[src/rtl/rr_mux_arb_pkg.sv]
// Shared definitions for rr_mux_arb: default geometry, statistics counter width
// and the channel-index width helper.
package rr_mux_pkg;

    localparam int WIDTH_DEF = 8;
    localparam int N_CH_DEF  = 6;
    localparam int STAT_W    = 16;

    // Channel index width; never narrower than one bit.
    function automatic int sel_w(input int n_ch);
        return (n_ch <= 2) ? 1 : $clog2(n_ch);
    endfunction

endpackage

[src/rtl/rr_mux_arb_if.sv]
// Channel-side and output-side handshake bundle of rr_mux_arb.
// master = traffic source/sink, slave = the multiplexer itself.
interface rr_mux_arb_if
    import rr_mux_pkg::*;
#(
    parameter int WIDTH = WIDTH_DEF,
    parameter int N_CH  = N_CH_DEF
);
    localparam int SEL_W = sel_w(N_CH);

    logic [N_CH-1:0]       in_valid;
    logic [N_CH*WIDTH-1:0] in_data;
    logic [N_CH-1:0]       in_ready;
    logic                  out_valid;
    logic [WIDTH-1:0]      out_data;
    logic [SEL_W-1:0]      out_ch;
    logic                  out_ready;

    modport master (
        output in_valid, in_data, out_ready,
        input  in_ready, out_valid, out_data, out_ch
    );

    modport slave (
        input  in_valid, in_data, out_ready,
        output in_ready, out_valid, out_data, out_ch
    );

endinterface

[src/rtl/rr_mux_arb_arbiter.sv]
// Round-robin grant: first requester at or above ptr, otherwise the lowest
// requester overall (wrap-around). Output is one-hot or zero.
module rr_arbiter
    import rr_mux_pkg::*;
#(
    parameter  int N_CH  = N_CH_DEF,
    localparam int SEL_W = sel_w(N_CH)
) (
    input  logic [N_CH-1:0]  req,
    input  logic [SEL_W-1:0] ptr,
    output logic [N_CH-1:0]  grant
);

    logic [N_CH-1:0] w_upper_req;

    function automatic logic [N_CH-1:0] first_set(input logic [N_CH-1:0] v);
        logic [N_CH-1:0] r;
        logic            found;
        r     = '0;
        found = 1'b0;
        for (int i = 0; i < N_CH; i++) begin
            if (v[i] && !found) begin
                r[i]  = 1'b1;
                found = 1'b1;
            end
        end
        return r;
    endfunction

    // NOTE: every always_comb output gets a default before any conditional
    // assignment, so no path leaves it unassigned and no latch is inferred.
    always_comb begin
        w_upper_req = '0;
        for (int i = 0; i < N_CH; i++) begin
            w_upper_req[i] = req[i] & (SEL_W'(i) >= ptr);
        end
    end

    assign grant = (|w_upper_req) ? first_set(w_upper_req) : first_set(req);

endmodule

[src/rtl/rr_mux_arb.sv]
// N-channel multiplexer with fixed-select or round-robin arbitration into a
// one-deep output register. Optional per-channel grant counters: RR_MUX_ARB_STATS_EN.
module rr_mux_arb
    import rr_mux_pkg::*;
#(
    parameter  int WIDTH = WIDTH_DEF,
    parameter  int N_CH  = N_CH_DEF,
    localparam int SEL_W = sel_w(N_CH)
) (
    input  logic              clk,
    input  logic              rst_n,
    input  logic              mode_rr,
    input  logic [SEL_W-1:0]  sel,
    rr_mux_arb_if.slave       bus,
    input  logic [SEL_W-1:0]  stat_sel,
    output logic [STAT_W-1:0] stat_count
);

    logic [SEL_W-1:0] r_ptr;
    logic             r_out_valid;
    logic [WIDTH-1:0] r_out_data;
    logic [SEL_W-1:0] r_out_ch;

    logic             w_accept;
    logic [N_CH-1:0]  w_fix_grant;
    logic [N_CH-1:0]  w_rr_grant;
    logic [N_CH-1:0]  w_grant;
    logic [N_CH-1:0]  w_in_ready;
    logic             w_xfer;
    logic [SEL_W-1:0] w_xfer_ch;
    logic [WIDTH-1:0] w_xfer_data;
    logic [SEL_W-1:0] w_ptr_next;

    rr_arbiter #(.N_CH(N_CH)) u_arbiter (
        .req   (bus.in_valid),
        .ptr   (r_ptr),
        .grant (w_rr_grant)
    );

    // Out-of-range sel matches no channel, so it yields no grant.
    always_comb begin
        w_fix_grant = '0;
        for (int i = 0; i < N_CH; i++) begin
            w_fix_grant[i] = bus.in_valid[i] & (sel == SEL_W'(i));
        end
    end

    assign w_accept   = !r_out_valid || bus.out_ready;
    assign w_grant    = mode_rr ? w_rr_grant : w_fix_grant;
    // rst_n gates the accept path so no channel sees a ready while held in reset.
    assign w_in_ready = (rst_n && w_accept) ? w_grant : '0;
    assign w_xfer     = |w_in_ready;

    always_comb begin
        w_xfer_ch   = '0;
        w_xfer_data = '0;
        for (int i = 0; i < N_CH; i++) begin
            if (w_in_ready[i]) begin
                w_xfer_ch = w_xfer_ch | SEL_W'(i);
            end
            w_xfer_data = w_xfer_data | (bus.in_data[i*WIDTH +: WIDTH] & {WIDTH{w_in_ready[i]}});
        end
    end

    assign w_ptr_next = (w_xfer_ch == SEL_W'(N_CH - 1)) ? '0 : w_xfer_ch + 1'b1;

    // NOTE: state registers use non-blocking assignments so every register
    // samples pre-edge values, independent of statement order.
    always_ff @(posedge clk or negedge rst_n) begin
        if (!rst_n) begin
            r_out_valid <= 1'b0;
            r_out_data  <= '0;
            r_out_ch    <= '0;
            r_ptr       <= '0;
        end else if (w_xfer) begin
            r_out_valid <= 1'b1;
            r_out_data  <= w_xfer_data;
            r_out_ch    <= w_xfer_ch;
            r_ptr       <= w_ptr_next;
        end else if (bus.out_ready) begin
            r_out_valid <= 1'b0;
        end
    end

    assign bus.in_ready  = w_in_ready;
    assign bus.out_valid = r_out_valid;
    assign bus.out_data  = r_out_data;
    assign bus.out_ch    = r_out_ch;

`ifdef RR_MUX_ARB_STATS_EN
    logic [STAT_W-1:0] r_stat [N_CH];

    // NOTE: the counters form a small register array, not RAM, so they take
    // the async reset like any other state.
    always_ff @(posedge clk or negedge rst_n) begin
        if (!rst_n) begin
            for (int i = 0; i < N_CH; i++) r_stat[i] <= '0;
        end else begin
            for (int i = 0; i < N_CH; i++) begin
                if (bus.in_valid[i] && w_in_ready[i] && (r_stat[i] != '1)) begin
                    r_stat[i] <= r_stat[i] + 1'b1;
                end
            end
        end
    end

    always_comb begin
        stat_count = '0;
        for (int i = 0; i < N_CH; i++) begin
            if (stat_sel == SEL_W'(i)) stat_count = r_stat[i];
        end
    end
`else
    logic w_unused_stat_sel;
    assign w_unused_stat_sel = ^stat_sel;
    assign stat_count        = '0;
`endif

endmodule
[src/flat_wrapper.sv]
// flat-port wrapper written by rule: the top's interface ports become plain ports
module rr_mux_arb_flat import rr_mux_pkg::*;
#(
    parameter  int WIDTH = WIDTH_DEF,
    parameter  int N_CH  = N_CH_DEF,
    localparam int SEL_W = sel_w(N_CH)
)
  (clk, rst_n, mode_rr, sel, stat_sel, stat_count, bus_in_valid, bus_in_data, bus_out_ready, bus_in_ready, bus_out_valid, bus_out_data, bus_out_ch);
  rr_mux_arb_if #(.WIDTH(WIDTH), .N_CH(N_CH)) bus_i ();
  input  logic clk;
  input  logic rst_n;
  input  logic mode_rr;
  input  logic [SEL_W-1:0] sel;
  input  logic [SEL_W-1:0] stat_sel;
  output logic [STAT_W-1:0] stat_count;
  input wire logic [$bits(bus_i.in_valid)-1:0] bus_in_valid;
  input wire logic [$bits(bus_i.in_data)-1:0] bus_in_data;
  input wire logic [$bits(bus_i.out_ready)-1:0] bus_out_ready;
  output wire logic [$bits(bus_i.in_ready)-1:0] bus_in_ready;
  output wire logic [$bits(bus_i.out_valid)-1:0] bus_out_valid;
  output wire logic [$bits(bus_i.out_data)-1:0] bus_out_data;
  output wire logic [$bits(bus_i.out_ch)-1:0] bus_out_ch;
  assign bus_i.in_valid = bus_in_valid;
  assign bus_i.in_data = bus_in_data;
  assign bus_i.out_ready = bus_out_ready;
  assign bus_in_ready = bus_i.in_ready;
  assign bus_out_valid = bus_i.out_valid;
  assign bus_out_data = bus_i.out_data;
  assign bus_out_ch = bus_i.out_ch;
  rr_mux_arb #(.WIDTH(WIDTH), .N_CH(N_CH)) u_core (.clk(clk), .rst_n(rst_n), .mode_rr(mode_rr), .sel(sel), .bus(bus_i), .stat_sel(stat_sel), .stat_count(stat_count));
endmodule
[config.mk]
export PLATFORM = sky130hd
export DESIGN_NAME = rr_mux_arb_flat
export DESIGN_NICKNAME = d
export VERILOG_FILES = /design/src/rtl/rr_mux_arb_pkg.sv /design/src/rtl/rr_mux_arb_if.sv /design/src/rtl/rr_mux_arb_arbiter.sv /design/src/rtl/rr_mux_arb.sv /design/src/flat_wrapper.sv
export SDC_FILE = /design/constraint.sdc
export NUM_CORES = 1
export LEC_CHECK = 0
export CORE_MARGIN = 5
export CORE_UTILIZATION = 35
export DETAILED_ROUTE_END_ITERATION = 12
export HOLD_SLACK_MARGIN = 0.06
export PLACE_DENSITY = 0.82
export SLEW_MARGIN = 30
export SYNTH_ARGS = -nofsm -noshare
export SYNTH_HDL_FRONTEND = slang
export SYNTH_SLANG_ARGS = --single-unit
[constraint.sdc]
create_clock -name clk -period 4.97 [get_ports clk]
set_clock_uncertainty 0.1 [all_clocks]
set_input_delay 1.491 -clock clk [delete_from_list [all_inputs] [get_ports clk]]
set_output_delay 1.491 -clock clk [all_outputs]
set_load 0.005 [all_outputs]
==> results.md <==
- Wire per inst: 16.0 um
- Final wirelength: 4.52 mm
- Die Ht: 71.8 um
- Vias in the first global route: 1571
- Final worst-path cycle share: 98.3%
- Static Leakage: 1.08 nW
- Total CTS buffers: 3
- Starting Density: 36.2%
- Finished Cell Area: 2260 sq um
- Worst EP arrival: 3.30 ns
- Layout cells sized above 1: 15.3%
- GRT Total Usage: 17.6%
- Antenna diodes: 0
- Peak VDD IR: 0.168 mV
- Fmax: 205 MHz
- Pwr per Cell Area: 336 nW/um^2
- Later-pin clock latency in the skew report: 0.24 ns
- Power Total: 0.759 mW
- Largest cells by area after synthesis: dfrtp_1 (28%), a222oi_1 (12%), buf_4 (9.6%)
- Sequential area share after synthesis: 28.1%
- Clock Path Buffers: 2
- Site Rows: 22
- Fin crit period: 4.89 ns
- Syn-to-layout area delta: 69.0%
- Filler cells: 335
- Avg Synthesized Cell Area: 8.91 sq um
- # nets final: 300
- Commonest cells post-synth: buf_4 (17), nand2_1 (17), a222oi_1 (16), dfrtp_1 (15), a21o_1 (9)
- Fin. max-slew vios: 0
- CTS tree: yes
- Post-Synthesis Cells: 150
- Post-synth EDFFs: 0
- FF+latch count, synth: 15
- Area after DPL: 2160 sq um
- Setup violations, final: 0
- CTS Sinks: 15
- DRT iter0 DRCs: 138
- Final hold vios: 0
- Setup WS pre-CTS: -0.315 ns
- Count of cell types in the netlist: 51
- HP Class: reg2reg
- Post-synth top flop: dfrtp_1
- CP startpoint kind: input port
- Reg area: 375 sq um
- Mapped Area: 1340 sq um
- Hold_buf cts: 0
- DR vias/cell: 5.53
- Multi-input gate area: 863 sq um
- Pin count of the biggest net entering global routing: 16
- CP required: 3.38 ns
- Vias: 1565
- Number of antenna violations at the first check in global routing: 0
- Drt drc: 0
- Status: finished, final reports clean
- Synth top area share: 28.1%
- Drt first pass iters: 4
- H-tree Lvls: 1
- Antenna-violating nets left: 0
- FFs w/ async S/R, synth: 100%
- GP Congestion: 0.830
- RSZ-0062 raised after global routing: false
- Die Wd: 71.8 um
- CP max FO: 2
- Yosys warns: 0
- Fin worst setup slack: 0.0840 ns
- Synth area leader: dfrtp_1
- Crit Path Class: in2out
- Max-cap violations: 0
- Final hold slack: 0.380 ns
- Detail Placement HPWL: 3.72 mm
- Clock transition at path regs: 0.06 ns
- Die area: 5150 sq um
- Critical path endpoint category: output port
- Global-route wire length before repair: 7.29 mm
- CORE AREA: 3690 sq um
- Clock root cell: clkbuf_8
- I/O Buffers: 78
- Num ports: 98
- Global route total overflow: 0
## worst max-delay path: stages
cell             delay (ns)
clkdlybuf4s50_1        0.45
or3_1                  0.40
o311a_1                0.15
or4b_4                 0.53
a21oi_4                0.14
buf_2                  0.13
## power by group
| part | leakage [nW] | internal, mW | switching, mW |
|---|---|---|---|
| sequential | 0.182 | 0.181 | 0.0633 |
| clock | 0.0255 | 0.0554 | 0.0410 |
| combinational | 0.875 | 0.254 | 0.164 |
## area by class of cell
type                       count  share of cell area, %
clock inverter                 1                  0.222
tap                           48                   2.66
sequential                    15                   16.6
multi-input combinational    118                   38.2
timing repair buffer          94                   39.8
inverter                       4                  0.665
clock buffer                   3                   1.83
## cells by family after synthesis
group	share of synthesized area, %
AOI/OAI and AO/OA	34.9
and+or+nand+nor	20.8
buffers and inverters	15.3
DFF	28.1
xor gates and xnor gates	0.656
other	0.281
## layer usage
layer / vias to the layer above / global-route usage (%) / wire (um)
met1: 743 / 21.8 / 1800
met3: 8 / 5.75 / 569
met4: 0 / 7.52 / 79
met2: 86 / 28.1 / 2070
met5: - / 0 / 0
li1: 728 / - / -
## registers in the layout, summed over array words and instances, names as in the netlist
register / flops
u_core.bus.out_data: 8
u_core.bus.out_ch: 3
u_core.r_ptr: 3
u_core.bus.out_valid: 1
## layout by cell type, fill, tap and decap left out, types with 2 or more instances in the layout
| cell type | Yosys | final |
|---|---|---|
| buf_4 | 17 | 16 |
| nand2b_1 | 7 | 7 |
| a21oi_1 | 2 | 2 |
| a21o_1 | 9 | 9 |
| o21ai_1 | 2 | 2 |
| clkbuf_8 | 0 | 3 |
| or3_1 | 2 | 2 |
| nor3_1 | 3 | 2 |
| nor2_1 | 4 | 4 |
| dlygate4sd2_1 | 0 | 2 |
| nor2b_1 | 2 | 2 |
| a211o_1 | 4 | 4 |
| dlymetal6s2s_1 | 0 | 4 |
| clkdlybuf4s50_1 | 0 | 70 |
| inv_1 | 4 | 4 |
| conb_1 | 1 | 16 |
| nand2_1 | 17 | 17 |
| dfrtp_1 | 15 | 15 |
| a222oi_1 | 16 | 16 |
## timing repair
action,in CTS,in global routing
setup endpoints to repair,6,5
pin swaps,0,1
buffers inserted,0,1
resized for setup,11,11
## stage by stage
| stage | setup TNS [ns] | cells | util (%) |
|---|---|---|---|
| 6_report | 0 | 283 | 61.2 |
| 5_1_grt | 0 | 283 | 61.2 |
| 4_1_cts | -0.00547 | 282 | 60.0 |
| 3_5_place_dp | -0.940 | 278 | 58.5 |
| 3_3_place_gp | -0.963 | 278 | 58.5 |
| 2_1_floorplan | 0 | 165 | - |
## path summary, 6_finish.rpt
| check | from | end | slack [ns] | cells after the start |
|---|---|---|---|---|
| min in group asynchronous | rst_n | u_core.r_ptr[2]$_DFFE_PN0P_ | 1.50 | 2 |
| min reg2reg | u_core.bus.out_data[1]$_DFFE_PN0P_ | u_core.bus.out_data[1]$_DFFE_PN0P_ | 0.38 | 1 |
| max in group asynchronous | rst_n | u_core.bus.out_ch[1]$_DFFE_PN0P_ | 3.09 | 2 |
| min | u_core.bus.out_data[1]$_DFFE_PN0P_ | u_core.bus.out_data[1]$_DFFE_PN0P_ | 0.38 | 1 |
| max reg2reg | u_core.r_ptr[2]$_DFFE_PN0P_ | u_core.r_ptr[2]$_DFFE_PN0P_ | 2.28 | 8 |
| max | bus_in_valid[3] | bus_in_ready[3] | 0.08 | 6 |
Note: power is estimated with default switching activity, not from simulation.
